==> config.mk <==
export PLATFORM = sky130hd
export DESIGN_NAME = game_step_ctrl_flat
export DESIGN_NICKNAME = d
export VERILOG_FILES = /design/src/rtl/game_step_ctrl_if.sv /design/src/rtl/game_step_ctrl.sv /design/src/flat_wrapper.sv
export SDC_FILE = /design/constraint.sdc
export NUM_CORES = 1
export LEC_CHECK = 0
export CAP_MARGIN = 10
export CORE_MARGIN = 2
export CORE_UTILIZATION = 40
export CTS_CLUSTER_DIAMETER = 100
export DETAILED_ROUTE_END_ITERATION = 10
export PLACE_DENSITY = 0.63
export SYNTH_ARGS = -nofsm -noshare
export SYNTH_HDL_FRONTEND = slang
export SYNTH_SLANG_ARGS = --single-unit
==> constraint.sdc <==
create_clock -name clk -period 8.9 [get_ports clk]
set_clock_uncertainty 0.15 [all_clocks]
set_input_delay 0.89 -clock clk [delete_from_list [all_inputs] [get_ports clk]]
set_output_delay 0.89 -clock clk [all_outputs]
set_load 0.02 [all_outputs]
==> src/rtl/game_step_ctrl_if.sv <==
// Tile-map RAM bus between the game sequencer and the map RAM.
//   map_addr  : tile address, y*MAP_W + x
//   map_we    : write strobe
//   map_wdata : tile code written (0 EMPTY, 1 PLAYER1, 2 PLAYER2, 3 FRAME)
//   map_rdata : tile at map_addr, valid one cycle after the address
// master = sequencer side, slave = RAM side.
interface game_step_ctrl_if;
  logic [11:0] map_addr;
  logic        map_we;
  logic [1:0]  map_wdata;
  logic [1:0]  map_rdata;

  modport master (output map_addr, output map_we, output map_wdata, input map_rdata);
  modport slave  (input map_addr, input map_we, input map_wdata, output map_rdata);
endinterface

==> src/rtl/game_step_ctrl.sv <==
// Sequencer for the two-player light-trail game. Clears and frames the tile map, places both
// players, then once per game tick advances both heads, checks collisions through map reads,
// commits the new trail tiles or declares the winner.
// Ports:
//   clk, rst        : clock, synchronous active-high reset
//   start           : 1-cycle pulse, begin/restart a game (honoured in IDLE/END only)
//   p1_dir, p2_dir  : direction requests (0 WAIT, 1 RIGHT, 2 LEFT, 3 UP, 4 DOWN)
//   pause           : only with GAME_PAUSE_EN defined; stalls the tick counter in RUN
//   map             : tile-map RAM bus (master modport)
//   mode            : 0 START, 1 GAME, 2 PLAYER1_WIN, 3 PLAYER2_WIN, 4 GAME_OVER
//   p1_x/p1_y/p2_x/p2_y : head tiles
//   busy            : high while clearing, placing or stepping
// Build option: define GAME_PAUSE_EN to add the pause input.
module game_step_ctrl #(
  parameter int unsigned MAP_W    = 64,
  parameter int unsigned MAP_H    = 48,
  parameter int unsigned TICK_DIV = 2_000_000,
  parameter int unsigned P1_X0    = 10,
  parameter int unsigned P1_Y0    = 18,
  parameter int unsigned P2_X0    = 53,
  parameter int unsigned P2_Y0    = 29
) (
  input  logic                    clk,
  input  logic                    rst,
  input  logic                    start,
  input  logic [2:0]              p1_dir,
  input  logic [2:0]              p2_dir,
`ifdef GAME_PAUSE_EN
  input  logic                    pause,
`endif
  game_step_ctrl_if.master        map,
  output logic [2:0]              mode,
  output logic [7:0]              p1_x,
  output logic [7:0]              p1_y,
  output logic [7:0]              p2_x,
  output logic [7:0]              p2_y,
  output logic                    busy
);

  localparam logic [2:0] DirRight = 3'd1, DirLeft = 3'd2, DirUp = 3'd3, DirDown = 3'd4;
  localparam logic [1:0] TileEmpty = 2'd0, TileP1 = 2'd1, TileP2 = 2'd2, TileFrame = 2'd3;
  localparam logic [2:0] ModeStart = 3'd0, ModeGame = 3'd1, ModeP1Win = 3'd2;
  localparam logic [2:0] ModeP2Win = 3'd3, ModeOver = 3'd4;
  localparam logic [7:0] XLast = 8'(MAP_W - 1);
  localparam logic [7:0] YLast = 8'(MAP_H - 1);
  localparam logic [7:0] P1X = 8'(P1_X0), P1Y = 8'(P1_Y0), P2X = 8'(P2_X0), P2Y = 8'(P2_Y0);
  localparam logic [31:0] TickLast = 32'(TICK_DIV - 1);

  typedef enum logic [3:0] {
    StIdle, StClear, StPlace, StRun, StCalc, StRd1, StRd2, StChk, StWr1, StWr2, StEnd
  } state_e;

  function automatic logic [11:0] tile_addr(input logic [7:0] tx, input logic [7:0] ty);
    return 12'((32'(ty) * MAP_W) + 32'(tx));
  endfunction

  function automatic logic is_frame(input logic [7:0] fx, input logic [7:0] fy);
    return (fx == 8'd0) || (fx == XLast) || (fy == 8'd0) || (fy == YLast);
  endfunction

  function automatic logic is_dir(input logic [2:0] dc);
    return (dc >= DirRight) && (dc <= DirDown);
  endfunction

  function automatic logic is_opp(input logic [2:0] da, input logic [2:0] db);
    return ((da == DirRight) && (db == DirLeft)) || ((da == DirLeft) && (db == DirRight)) ||
           ((da == DirUp) && (db == DirDown)) || ((da == DirDown) && (db == DirUp));
  endfunction

  function automatic logic [7:0] move_x(input logic [7:0] cx, input logic [2:0] dc);
    case (dc)
      DirRight: return cx + 8'd1;
      DirLeft:  return cx - 8'd1;
      default:  return cx;
    endcase
  endfunction

  function automatic logic [7:0] move_y(input logic [7:0] cy, input logic [2:0] dc);
    case (dc)
      DirDown: return cy + 8'd1;
      DirUp:   return cy - 8'd1;
      default: return cy;
    endcase
  endfunction

  state_e      state_q, state_d;
  logic [2:0]  mode_q, mode_d;
  logic [11:0] addr_q, addr_d;
  logic        we_q, we_d, busy_q, busy_d, place_q, place_d;
  logic [1:0]  wdata_q, wdata_d, tile1_q, tile1_d;
  logic [7:0]  h1x_q, h1x_d, h1y_q, h1y_d, h2x_q, h2x_d, h2y_q, h2y_d;
  logic [7:0]  n1x_q, n1x_d, n1y_q, n1y_d, n2x_q, n2x_d, n2y_q, n2y_d;
  logic [2:0]  dir1_q, dir1_d, dir2_q, dir2_d, pend1_q, pend1_d, pend2_q, pend2_d;
  logic [31:0] tick_q, tick_d, tick_nxt;
  logic [7:0]  clr_x_q, clr_x_d, clr_y_q, clr_y_d, clr_nx, clr_ny;
  logic [2:0]  nd1, nd2;
  logic [7:0]  c1x, c1y, c2x, c2y;
  logic        clr_last, same_tile, crash1, crash2, run_hold;

`ifdef GAME_PAUSE_EN
  assign run_hold = pause;
`else
  assign run_hold = 1'b0;
`endif

  always_comb begin
    state_d = state_q;  mode_d  = mode_q;   addr_d  = addr_q;
    we_d    = 1'b0;     wdata_d = TileEmpty;
    h1x_d = h1x_q;  h1y_d = h1y_q;  h2x_d = h2x_q;  h2y_d = h2y_q;
    n1x_d = n1x_q;  n1y_d = n1y_q;  n2x_d = n2x_q;  n2y_d = n2y_q;
    dir1_d = dir1_q;  dir2_d = dir2_q;  pend1_d = pend1_q;  pend2_d = pend2_q;
    tile1_d = tile1_q;  tick_d = tick_q;  place_d = place_q;
    clr_x_d = clr_x_q;  clr_y_d = clr_y_q;

    clr_last = (clr_x_q == XLast) && (clr_y_q == YLast);
    clr_nx   = (clr_x_q == XLast) ? 8'd0 : clr_x_q + 8'd1;
    clr_ny   = (clr_x_q == XLast) ? clr_y_q + 8'd1 : clr_y_q;
    nd1      = (is_dir(pend1_q) && !is_opp(pend1_q, dir1_q)) ? pend1_q : dir1_q;
    nd2      = (is_dir(pend2_q) && !is_opp(pend2_q, dir2_q)) ? pend2_q : dir2_q;
    c1x = move_x(h1x_q, nd1);  c1y = move_y(h1y_q, nd1);
    c2x = move_x(h2x_q, nd2);  c2y = move_y(h2y_q, nd2);
    same_tile = (n1x_q == n2x_q) && (n1y_q == n2y_q);
    crash1    = (tile1_q != TileEmpty) || same_tile;
    // In CHK the RAM is returning the P2 target tile read issued in RD2.
    crash2    = (map.map_rdata != TileEmpty) || same_tile;
    tick_nxt  = (tick_q == TickLast) ? '0 : tick_q + 32'd1;

    if ((state_q != StIdle) && (state_q != StEnd)) begin
      if (is_dir(p1_dir)) pend1_d = p1_dir;
      if (is_dir(p2_dir)) pend2_d = p2_dir;
    end

    case (state_q)
      StIdle, StEnd: begin
        if (start) begin
          state_d = StClear;
          clr_x_d = 8'd0;  clr_y_d = 8'd0;
          addr_d  = '0;    we_d    = 1'b1;  wdata_d = TileFrame;
          tick_d  = '0;
        end
      end
      StClear: begin
        we_d = 1'b1;
        if (clr_last) begin
          state_d = StPlace;  place_d = 1'b0;
          addr_d  = tile_addr(P1X, P1Y);  wdata_d = TileP1;
        end else begin
          clr_x_d = clr_nx;  clr_y_d = clr_ny;
          addr_d  = tile_addr(clr_nx, clr_ny);
          wdata_d = is_frame(clr_nx, clr_ny) ? TileFrame : TileEmpty;
        end
      end
      StPlace: begin
        if (!place_q) begin
          place_d = 1'b1;  addr_d = tile_addr(P2X, P2Y);  we_d = 1'b1;  wdata_d = TileP2;
        end else begin
          state_d = StRun;  mode_d = ModeGame;  tick_d = '0;
          h1x_d = P1X;  h1y_d = P1Y;  h2x_d = P2X;  h2y_d = P2Y;
          dir1_d = DirRight;  dir2_d = DirLeft;  pend1_d = '0;  pend2_d = '0;
        end
      end
      StRun: begin
        if (!run_hold) begin
          tick_d = tick_nxt;
          if (tick_q == TickLast) state_d = StCalc;
        end
      end
      StCalc: begin
        tick_d = tick_nxt;
        dir1_d = nd1;  dir2_d = nd2;
        // A request arriving in this very cycle survives for the next tick.
        if (!is_dir(p1_dir)) pend1_d = '0;
        if (!is_dir(p2_dir)) pend2_d = '0;
        n1x_d = c1x;  n1y_d = c1y;  n2x_d = c2x;  n2y_d = c2y;
        addr_d  = tile_addr(c1x, c1y);
        state_d = StRd1;
      end
      StRd1: begin
        tick_d  = tick_nxt;
        addr_d  = tile_addr(n2x_q, n2y_q);
        state_d = StRd2;
      end
      StRd2: begin
        tick_d  = tick_nxt;
        tile1_d = map.map_rdata;
        state_d = StChk;
      end
      StChk: begin
        tick_d = tick_nxt;
        if (crash1 || crash2) begin
          state_d = StEnd;
          mode_d  = (crash1 && crash2) ? ModeOver : (crash1 ? ModeP2Win : ModeP1Win);
        end else begin
          state_d = StWr1;  addr_d = tile_addr(n1x_q, n1y_q);  we_d = 1'b1;  wdata_d = TileP1;
        end
      end
      StWr1: begin
        tick_d  = tick_nxt;
        state_d = StWr2;  addr_d = tile_addr(n2x_q, n2y_q);  we_d = 1'b1;  wdata_d = TileP2;
      end
      StWr2: begin
        tick_d  = tick_nxt;
        h1x_d = n1x_q;  h1y_d = n1y_q;  h2x_d = n2x_q;  h2y_d = n2y_q;
        state_d = StRun;
      end
      default: state_d = StIdle;
    endcase

    case (state_d)
      StClear, StPlace, StCalc, StRd1, StRd2, StChk, StWr1, StWr2: busy_d = 1'b1;
      default: busy_d = 1'b0;
    endcase
  end

  always_ff @(posedge clk) begin
    if (rst) begin
      state_q <= StIdle;   mode_q  <= ModeStart;  addr_q  <= '0;
      we_q    <= 1'b0;     wdata_q <= TileEmpty;  busy_q  <= 1'b0;
      h1x_q <= P1X;  h1y_q <= P1Y;  h2x_q <= P2X;  h2y_q <= P2Y;
      n1x_q <= '0;   n1y_q <= '0;   n2x_q <= '0;   n2y_q <= '0;
      dir1_q <= DirRight;  dir2_q <= DirLeft;  pend1_q <= '0;  pend2_q <= '0;
      tile1_q <= TileEmpty;  tick_q <= '0;  place_q <= 1'b0;
      clr_x_q <= '0;  clr_y_q <= '0;
    end else begin
      state_q <= state_d;  mode_q  <= mode_d;   addr_q  <= addr_d;
      we_q    <= we_d;     wdata_q <= wdata_d;  busy_q  <= busy_d;
      h1x_q <= h1x_d;  h1y_q <= h1y_d;  h2x_q <= h2x_d;  h2y_q <= h2y_d;
      n1x_q <= n1x_d;  n1y_q <= n1y_d;  n2x_q <= n2x_d;  n2y_q <= n2y_d;
      dir1_q <= dir1_d;  dir2_q <= dir2_d;  pend1_q <= pend1_d;  pend2_q <= pend2_d;
      tile1_q <= tile1_d;  tick_q <= tick_d;  place_q <= place_d;
      clr_x_q <= clr_x_d;  clr_y_q <= clr_y_d;
    end
  end

  assign map.map_addr  = addr_q;
  assign map.map_we    = we_q;
  assign map.map_wdata = wdata_q;
  assign mode = mode_q;
  assign busy = busy_q;
  assign p1_x = h1x_q;
  assign p1_y = h1y_q;
  assign p2_x = h2x_q;
  assign p2_y = h2y_q;

endmodule

==> src/flat_wrapper.sv <==
// flat-port wrapper written by rule: the top's interface ports become plain ports
module game_step_ctrl_flat 
#(
  parameter int unsigned MAP_W    = 64,
  parameter int unsigned MAP_H    = 48,
  parameter int unsigned TICK_DIV = 2_000_000,
  parameter int unsigned P1_X0    = 10,
  parameter int unsigned P1_Y0    = 18,
  parameter int unsigned P2_X0    = 53,
  parameter int unsigned P2_Y0    = 29
)
  (clk, rst, start, p1_dir, p2_dir, mode, p1_x, p1_y, p2_x, p2_y, busy, map_map_addr, map_map_we, map_map_wdata, map_map_rdata);
  game_step_ctrl_if map_i ();
  input  logic clk;
  input  logic rst;
  input  logic start;
  input  logic [2:0] p1_dir;
  input  logic [2:0] p2_dir;
  output logic [2:0] mode;
  output logic [7:0] p1_x;
  output logic [7:0] p1_y;
  output logic [7:0] p2_x;
  output logic [7:0] p2_y;
  output logic busy;
  output wire logic [$bits(map_i.map_addr)-1:0] map_map_addr;
  output wire logic [$bits(map_i.map_we)-1:0] map_map_we;
  output wire logic [$bits(map_i.map_wdata)-1:0] map_map_wdata;
  input wire logic [$bits(map_i.map_rdata)-1:0] map_map_rdata;
  assign map_map_addr = map_i.map_addr;
  assign map_map_we = map_i.map_we;
  assign map_map_wdata = map_i.map_wdata;
  assign map_i.map_rdata = map_map_rdata;
  game_step_ctrl #(.MAP_W(MAP_W), .MAP_H(MAP_H), .TICK_DIV(TICK_DIV), .P1_X0(P1_X0), .P1_Y0(P1_Y0), .P2_X0(P2_X0), .P2_Y0(P2_Y0)) u_core (.clk(clk), .rst(rst), .start(start), .p1_dir(p1_dir), .p2_dir(p2_dir), .map(map_i), .mode(mode), .p1_x(p1_x), .p1_y(p1_y), .p2_x(p2_x), .p2_y(p2_y), .busy(busy));
endmodule
# Yosys cells after proc, flatten, opt, wreduce, memory -nomap -nowiden

Memories as Yosys holds them, arrays and structs flattened. A register that Yosys moved wholly into a read port is not among the register bits.
Cells that the tools add are included.

Reductions and logical operators: 56
Bitwise operators: 0
Mux-type cells: 66
Shift operators: 0
Order comparisons: 8
$add $sub $neg: 15
Div/mod/pow operators: 0
$mul: 0
Eq/ne operators: 49

Operator list:

| operator                                                                 | count |
|---|---|
| 8-bit one-hot mux with 2 select lines                                    | 10 |
| 32-bit two-way mux                                                       | 3 |
| 32-bit one-hot mux with 3 select lines                                   | 1 |
| 8-bit two-way mux                                                        | 9 |
| 12-bit one-hot mux with 6 select lines                                   | 1 |
| 12-bit by 8-bit adder with 12-bit output                                 | 4 |
| 8-bit by 1-bit adder with 8-bit output (second input constant)           | 6 |
| 12-bit two-way mux                                                       | 4 |
| 3-bit two-way mux                                                        | 14 |
| 4-bit one-hot mux with 10 select lines                                   | 1 |
| 3-bit by 2-bit equality test with 1-bit output (second input constant)   | 12 |
| 32-bit by 1-bit adder with 32-bit output (second input constant)         | 1 |
| 32-bit by 21-bit equality test with 1-bit output (second input constant) | 1 |
| 8-bit by 6-bit equality test with 1-bit output (second input constant)   | 4 |
| 8-bit by 1-bit subtractor with 8-bit output (second input constant)      | 4 |
| 3-bit one-hot mux with 2 select lines                                    | 5 |
| 3-bit by 1-bit equality test with 1-bit output (second input constant)   | 6 |
| 3-bit equality test (second input constant)                              | 6 |
| 1-bit logical AND                                                        | 18 |
| 4-bit by 3-bit equality test with 1-bit output (second input constant)   | 4 |
| 8-bit equality test                                                      | 2 |
| 8-bit zero test                                                          | 2 |
| 4-bit two-way mux                                                        | 4 |
| 2-bit nonzero test                                                       | 7 |
| other kinds (24)                                                         | 65 |

Bits in writable memories: 0
Memories kept: 1
Word-level logic and storage cells: 217
Bits in registers: 149
Bits in latches: 0
Output and inout bits: 51
Input bits: 11
Bits in read-only memories: 16

Memories:

| memory           | words | bits a word | rd ports | clocked after memory_dff | write ports | RTL line              | RTL |
|---|---|---|---|---|---|---|---|
| (name not given) | 16    | 1           | 1        | 1                        | 0           | game_step_ctrl.sv:209 | `case (state_d)` |

# Depth between registers and ports, before layout

Gate-level depths: netlist of the first run.

Word-level depth: 12
Mapped depth: 19
Depth with buffers taken out: 18

# Worst setup path before layout of the first run

No wires, ideal clock.

Path kind: flip-flop to flip-flop
Start point: reg u_core.pend1_q[2]
End point: reg u_core.addr_q[10] (netlist: u_core.map.map_addr[10])
Setup time: 0.078 ns
Buffers on the path: 1
Setup slack: 5.302 ns
Clock period less this slack: 3.598 ns
Stages on the path, launching flop included: 20
Data required time: 8.672 ns
Data arrival time: 3.370 ns
Cell sequence: dfxtp_1 buf_2 or2_0 a211oi_1 o21a_1 nor2_1 xnor2_1 ha_1 nor4b_1 o21a_1 xnor2_1 inv_1 ha_1 inv_1 fa_1 nand3b_1 mux2i_1 xnor2_1 a21oi_1 nor3_1

Cells in the longest elaborated chain, start to end: 12
Elaborated cells between the ends (all ways): 25
Classes of those cells: 1 x add/sub; 2 x order compare; 8 x eq/ne; 4 x mux; 10 x reduce/logical

Ends and longest elaborated chain:

| element                                                                                                          | RTL line              | RTL |
|---|---|---|
| start: declaration                                                                                               | game_step_ctrl.sv:93  | `logic [2:0] dir1_q, dir1_d, dir2_q, dir2_d, pend1_q, pend1_d, pend2_q, pend2_d;` |
| start signal: assignment                                                                                         | game_step_ctrl.sv:229 | `dir1_q <= dir1_d; dir2_q <= dir2_d; pend1_q <= pend1_d; pend2_q <= pend2_d;` |
| 3-bit by 1-bit equality test with 1-bit output or 3-bit by 2-bit equality test with 1-bit output (tied branches) | game_step_ctrl.sv:66  | `return ((da == DirRight) && (db == DirLeft)) \|\| ((da == DirLeft) && (db == DirRight)) \|\|` |
| 1-bit logical AND                                                                                                | game_step_ctrl.sv:66  |  |
| 1-bit logical OR (2 in series)                                                                                   | game_step_ctrl.sv:66  |  |
| 1-bit logical OR                                                                                                 | game_step_ctrl.sv:67  | `((da == DirUp) && (db == DirDown)) \|\| ((da == DirDown) && (db == DirUp));` |
| 1-bit zero test                                                                                                  | game_step_ctrl.sv:118 | `nd1 = (is_dir(pend1_q) && !is_opp(pend1_q, dir1_q)) ? pend1_q : dir1_q;` |
| 1-bit logical AND                                                                                                | game_step_ctrl.sv:118 |  |
| 3-bit two-way mux (*)                                                                                            | game_step_ctrl.sv:118 |  |
| 3-bit by 2-bit equality test with 1-bit output or 3-bit by 1-bit equality test with 1-bit output (tied branches) | game_step_ctrl.sv:71  | `case (dc)` |
| 8-bit one-hot mux with 2 select lines (*)                                                                        | game_step_ctrl.sv:71  |  |
| named net u_core.c1x[6]                                                                                          | game_step_ctrl.sv:97  | `logic [7:0] c1x, c1y, c2x, c2y;` |
| 12-bit by 8-bit adder with 12-bit output (*)                                                                     | game_step_ctrl.sv:54  | `return 12'((32'(ty) * MAP_W) + 32'(tx));` |
| 12-bit one-hot mux with 6 select lines (*)                                                                       | game_step_ctrl.sv:133 | `case (state_q)` |
| end signal: assignment                                                                                           | game_step_ctrl.sv:225 | `state_q <= state_d; mode_q <= mode_d; addr_q <= addr_d;` |
| end: declaration                                                                                                 | game_step_ctrl.sv:88  | `logic [11:0] addr_q, addr_d;` |

The timed path passes the listed nets; every way through them passes the cells marked *.
A chain may end at the register's enable or synchronous reset.

# Worst setup path after layout of the first run

Start point: reg u_core.pend1_q[1]
End point: reg u_core.addr_q[10] (netlist: u_core.map.map_addr[10])

Same word-level chain as after synthesis.

==> results of run 1 <==
## how the worst max path moves through the flow
stage / startpoint / endpoint / slack [ps] / cells past startpoint
2_1_floorplan: u_core.pend1_q[2] / u_core.map.map_addr[10] / 5300 / 19
6_report: u_core.pend1_q[1] / u_core.map.map_addr[10] / 4810 / 18
3_3_place_gp: u_core.pend1_q[1] / u_core.map.map_addr[10] / 4990 / 18
5_1_grt: u_core.pend1_q[1] / u_core.map.map_addr[10] / 4500 / 17
3_5_place_dp: u_core.pend1_q[1] / u_core.map.map_addr[10] / 4930 / 18
4_1_cts: u_core.pend1_q[1] / u_core.map.map_addr[10] / 4860 / 18
## cells in the mapped netlist (9+ instances only)
| library cell | instances |
|---|---|
| nor2_1 | 162 |
| dfxtp_1 | 150 |
| nand2_1 | 89 |
| a21oi_1 | 69 |
| xnor2_1 | 54 |
| xor2_1 | 50 |
| o21ai_0 | 43 |
| clkbuf_1 | 40 |
| ha_1 | 32 |
| nor3_1 | 30 |
| nand3_1 | 29 |
| a22oi_1 | 28 |
| a211oi_1 | 27 |
| inv_1 | 27 |
| nand2b_1 | 23 |
| mux2i_1 | 21 |
| a31oi_1 | 17 |
| o22ai_1 | 17 |
| buf_2 | 16 |
| nand4_1 | 16 |
| and3_1 | 15 |
| nor4_1 | 12 |
| a21o_1 | 10 |
| nand3b_1 | 10 |
| a221oi_1 | 9 |
| o21ai_1 | 9 |
| or3_1 | 9 |
## cell families after synthesis
family | after synthesis | share of synthesized area, %
compound gates | 287 | 20.3
mux | 23 | 2.54
xor+xnor | 104 | 9.84
simple gates | 447 | 24.1
fa+ha+maj | 40 | 5.96
flops | 150 | 32.4
buf+inv | 101 | 4.84
## cell type report
type	count	area, sq um
Inverter	29	109
Multi-Input combinational cell	901	5810
Clock buffer	17	425
Sequential cell	150	3000
Clock inverter	15	213
Tap cell	285	357
Fill cell	2226	12100
Timing Repair Buffer	68	661
## flip-flops by register name, indices dropped and copies added, names as in the netlist, 2 cells and up
name                  cells
u_core.n1y_q              8
u_core.mode               3
u_core.map.map_addr      12
u_core.dir1_q             3
u_core.p2_y               8
u_core.tick_q            32
u_core.dir2_q             3
u_core.p1_y               8
u_core.tile1_q            2
u_core.n2x_q              8
u_core.pend1_q            3
u_core.state_q            4
u_core.map.map_wdata      2
u_core.p1_x               8
u_core.n2y_q              8
u_core.n1x_q              8
u_core.pend2_q            3
u_core.clr_y_q            8
u_core.p2_x               8
u_core.clr_x_q            8
## worst max-delay path, stage by stage (launching register included)
cell,delay [ps]
dfxtp_1,540
o21ai_0,150
a211oi_1,320
o21a_1,300
nor2_1,100
xnor2_1,140
ha_1,260
nor4b_1,290
o21a_1,210
xnor2_1,80
inv_1,80
ha_1,160
inv_1,60
fa_1,420
nand3b_1,180
mux2i_1,180
xnor2_1,140
a21oi_1,80
nor3_1,180
## power by group through the flow
stage          clock [uW]  combinational [uW]  sequential [uW]
2_1_floorplan           0                83.2              702
3_3_place_gp            0                 113              702
3_5_place_dp            0                 114              703
4_1_cts               803                 114              687
5_1_grt               829                 127              688
6_report              793                 114              688
## per-layer routing
layer / vias up / share of wire, %
li1: 4144 / -
met1: 3879 / 50
met2: 185 / 45
met3: 33 / 4.2
met4: 0 / 1.6
met5: - / 0
## metrics by stage
step	power, uW	hold slack [ps]	std cells
detailed placement	817	300	1433
floorplan	785	311	1152
global placement	815	295	1433
CTS	1600	315	1465
global route	1640	352	1465
finish	1590	306	1465
==> flow_summary_export.csv, run 1 <==
group,metric,value,unit
outcome,status,"completed",
setup_path,cp.required,9100,ps
global_route,met1_usage,27.9,%
final_layout,layout_common_cells,"nor2_1 (162), dfxtp_1 (150), nand2_1 (89)",
die,start_util,40.8,%
hold_path,worst_hold_path.num_cells,2,
detailed_routing,viasPerCell,5.63,
final_layout,design_area,10600,sq um
detailed_routing,antenna_left,0,
global_route,grt_busiest_layer,"met2",
timing,final_hold_viol_count,0,
power_and_ir_drop,p_leak,0.00391,uW
hold_path,hold_end,"u_core.map.map_addr[4]",
power_and_ir_drop,ir_drop,95.5,uV
die,core_area,22700,sq um
setup_path,rr_endpoint,"u_core.map.map_addr[10]",
global_route,grt_max_degree,78,
final_layout,fin_util,46.6,%
timing,tightestPinTransition,1070,ps
clock_tree,cts_tree,"done",
flow_run,cap_violations,0,
synth,avgSynthCellArea,8.04,sq um
final_layout,mostFrequentLayoutCell,"nor2_1",
global_route,track_usage,20.3,%
timing,period_share,45.9,%
synth,synth_edf_count,0,
timing,max-slew-margin-rel,28.7,%
final_layout,antenna_cells,0,
timing,setup_violations,0,
synth,syn_inst,1152,
power_and_ir_drop,p_per_area,151,nW/um^2
synth,synth.distinct_cells,82,
die,ioPinCount,62,
synth,synth_seq_cells,150,
synth,synth_ff_type,"dfxtp_1",
hold_path,hold_class,"flip-flop to flip-flop",
timing,clock.fmax,0.245,GHz
power_and_ir_drop,seqPwrFrac,43.1,%
timing,grt_setup_unrepaired,"false",
detailed_routing,num_vias,8241,
hold_path,min_from,"u_core.map.map_addr[4]",
detailed_routing,wl_per_cell,16.5,um
synth,synth.cell_area,9260,sq um
clock_tree,htreeDepth,4,
power_and_ir_drop,p_sw_share,24.7,%
placement,dp_slack,4930,ps
clock_tree,clockBufferDepth,2,
synth,yosysWarnings,0,
timing,fin_ws,4810,ps
clock_tree,cts_root_buf,"clkbuf_16",
setup_path,end_kind,"flip-flop",
die,row_count,55,
synth,synth_top_cell_by_area,"dfxtp_1",
final_layout,drive_above_1_share,5.76,%
clock_tree,clk-insertion-delay-late,430,ps
placement,gp_congestion,0.893,
setup_path,critPathKind,"flip-flop to flip-flop",
global_route,grt-ovfl-total,0,
global_route,antenna_found_initial,0,
synth,async_flop_share,0,%
clock_tree,cts.sinks,150,
clock_tree,cts_resized,0,
setup_path,critPathMaxFanout,12,
die,die_area,24400,sq um
die,die_h,156,um
timing,slew_violations,0,
power_and_ir_drop,pwr-share-clk,49.7,%
synth,synth.net_count,1202,
synth,synth_area_leaders,"dfxtp_1 (32%), nor2_1 (6.6%), xnor2_1 (5.1%)",
power_and_ir_drop,power_frac_comb,7.2,%
power_and_ir_drop,p_int,1200,uW
clock_tree,postCtsSetupBuffers,0,
detailed_routing,dr.pass1.iters,5,
global_route,grt_use_met3,3.83,%
setup_path,r2r_start,"u_core.pend1_q[1]",
power_and_ir_drop,p_switching,394,uW
timing,setup_tns,0,ps
final_layout,fin_nets,1217,
detailed_routing,wl,24100,um
clock_tree,clkTransAtPathRegs,60,ps
placement,place_area,9940,sq um
setup_path,crit_arrival,4290,ps
clock_tree,cts_buffers,17,
clock_tree,cts_hold_buf,0,
setup_path,rrSetupSlack,4810,ps
detailed_routing,drc_errors,0,
global_route,grt_pass1_vias,7744,
synth,yosysTopAreaCellShare,32.4,%
setup_path,cp-start-kind,"flip-flop",
final_layout,synthToLayoutAreaGrowth,14.3,%
placement,port_buffers,61,
placement,hpwlAfterDp,17100,um
detailed_routing,drt_iter0_drc,501,
global_route,grt_pass1_wl,39900,um
synth,ys_seq_area_share,32.4,%
die,die_w,156,um
timing,min_period,4090,ps
global_route,use_met2,32.3,%
setup_path,r2r_cells,18,
(Power assumes the default switching activity.)
==> run 2, diff against run 1 <==
Clock period 8.9 ns to 4 ns, I/O delays scaled along.
==> flow_summary_export.csv, run 2 (synthesis gave the netlist of run 1 again) <==
group,metric,value,unit
outcome,status,"completed",
final_layout,antenna_cells,0,
final_layout,layout_common_cells,"nor2_1 (162), dfxtp_1 (149), nand2_1 (89)",
setup_path,critPathMaxFanout,9,
die,die_h,156,um
detailed_routing,drt_iter0_drc,495,
power_and_ir_drop,p_int,2610,uW
power_and_ir_drop,pwr-share-clk,48.8,%
power_and_ir_drop,p_sw_share,25.2,%
timing,period_share,92.9,%
power_and_ir_drop,power_frac_comb,7.6,%
setup_path,crit_chain,"nor2_1, or2_2, a31oi_1, o32a_1, inv_1, ha_1, a21o_1, a21oi_1, nor2b_1, o21a_1, o41ai_1, mux2i_1, xnor2_1, a211oi_1",
setup_path,crit_arrival,3910,ps
die,row_count,55,
final_layout,design_area,10700,sq um
timing,setup_violations,0,
timing,max-slew-margin-rel,36.0,%
clock_tree,clkTransAtPathRegs,70,ps
global_route,track_usage,20.7,%
global_route,grt_pass1_wl,40700,um
detailed_routing,dr.pass1.iters,5,
setup_path,end_kind,"flip-flop",
timing,slew_violations,0,
hold_path,hold_class,"flip-flop to flip-flop",
setup_path,cp-start-kind,"flip-flop",
detailed_routing,num_vias,8264,
die,start_util,40.8,%
timing,holdWs,304,ps
power_and_ir_drop,seqPwrFrac,43.7,%
timing,clock.fmax,0.269,GHz
detailed_routing,wl_per_cell,16.6,um
final_layout,fin_nets,1230,
detailed_routing,antenna_left,0,
setup_path,cpMaxStageDelayCell,"dfxtp_1",
die,die_w,156,um
clock_tree,cts_tree,"done",
final_layout,synthToLayoutAreaGrowth,15.3,%
die,ioPinCount,62,
timing,tightestPinTransition,960,ps
detailed_routing,drc_errors,0,
clock_tree,cts_root_buf,"clkbuf_16",
setup_path,worst_path_largest_cell_delay,470,ps
final_layout,fin_util,47.0,%
final_layout,drive_above_1_share,7.21,%
global_route,grt-ovfl-total,0,
setup_path,cp.required,4190,ps
global_route,grt_pass1_vias,7828,
power_and_ir_drop,p_per_area,327,nW/um^2
placement,gp_congestion,0.904,
clock_tree,htreeDepth,4,
timing,min_period,3720,ps
power_and_ir_drop,p_leak,0.00398,uW
detailed_routing,wl,24600,um
die,core_area,22700,sq um
placement,hpwlAfterDp,17200,um
final_layout,largest_register_ffs,32,
global_route,grt_max_degree,62,
setup_path,critPathKind,"flip-flop to flip-flop",
clock_tree,clk-insertion-delay-late,430,ps
clock_tree,cts_hold_buf,0,
die,die_area,24400,sq um
clock_tree,cts_buffers,17,
clock_tree,cts.sinks,150,
power_and_ir_drop,ir_drop,212,uV
power_and_ir_drop,p_switching,882,uW
timing,final_hold_viol_count,0,
timing,setup_tns,0,ps
timing,grt_setup_unrepaired,"false",
flow_run,cap_violations,0,
final_layout,mostFrequentLayoutCell,"nor2_1",
final_layout,top_register,"u_core.tick_q",
placement,place_area,10000,sq um
clock_tree,clockBufferDepth,2,
placement,port_buffers,61,
global_route,antenna_found_initial,0,
detailed_routing,viasPerCell,5.59,
==> run 2: layout make-up <==
cell class / count / area (sq um)
Fill cell: 2239 / 12000
Multi-Input combinational cell: 901 / 5830
Sequential cell: 150 / 3000
Timing Repair Buffer: 81 / 758
Clock buffer: 17 / 425
Tap cell: 285 / 357
Clock inverter: 15 / 191
Inverter: 29 / 109
==> run 2: repair_timing <==
item	4_1_cts	5_1_grt
endpoints found under the setup margin	0	3
buffers inserted	0	0
resized for setup	0	5
==> run 2: path summary, 6_finish.rpt <==
check / to / depth (start not counted) / slack (ps) / startpoint
worst max-delay path: u_core.n2y_q[7] / 14 / 280 / u_core.pend2_q[0]
worst min-delay path: u_core.map.map_addr[9] / 2 / 300 / u_core.map.map_addr[9]
worst max register to register: u_core.n2y_q[7] / 14 / 280 / u_core.pend2_q[0]
worst min register to register: u_core.map.map_addr[9] / 2 / 300 / u_core.map.map_addr[9]
==> run 2: critical path, delay by kind of cell, from the launching register on <==
family | cells | cell delay [ps]
muxes | 1 | 280
AOI/OAI and AO/OA | 7 | 1660
buffers and inverters | 1 | 180
DFF | 1 | 470
adders and majority gates | 1 | 310
xor gates and xnor gates | 1 | 80
and+or+nand+nor | 3 | 500
==> run 2: through the flow <==
stage / setup WS (ps) / instances / power [uW]
2_1_floorplan: 402 / 1152 / 1750
3_3_place_gp: 296 / 1446 / 1820
3_5_place_dp: 224 / 1446 / 1820
4_1_cts: 223 / 1478 / 3530
5_1_grt: 50.1 / 1478 / 3620
6_report: 283 / 1478 / 3500
==> run 2: power groups by stage <==
stage / Combinational [uW] / Sequential [uW] / Clock (uW)
after floorplan: 185 / 1560 / 0
final: 264 / 1530 / 1700
after global routing: 294 / 1530 / 1800
after CTS: 264 / 1530 / 1740
after detailed placement: 263 / 1560 / 0
after global placement: 260 / 1560 / 0
==> run 2: metal layers <==
metal / share of wire (%) / global-route usage (%)
met1: 49 / 29.1
met2: 45 / 32.8
met3: 4.8 / 3.56
met4: 1.2 / 5.42
met5: 0 / 0
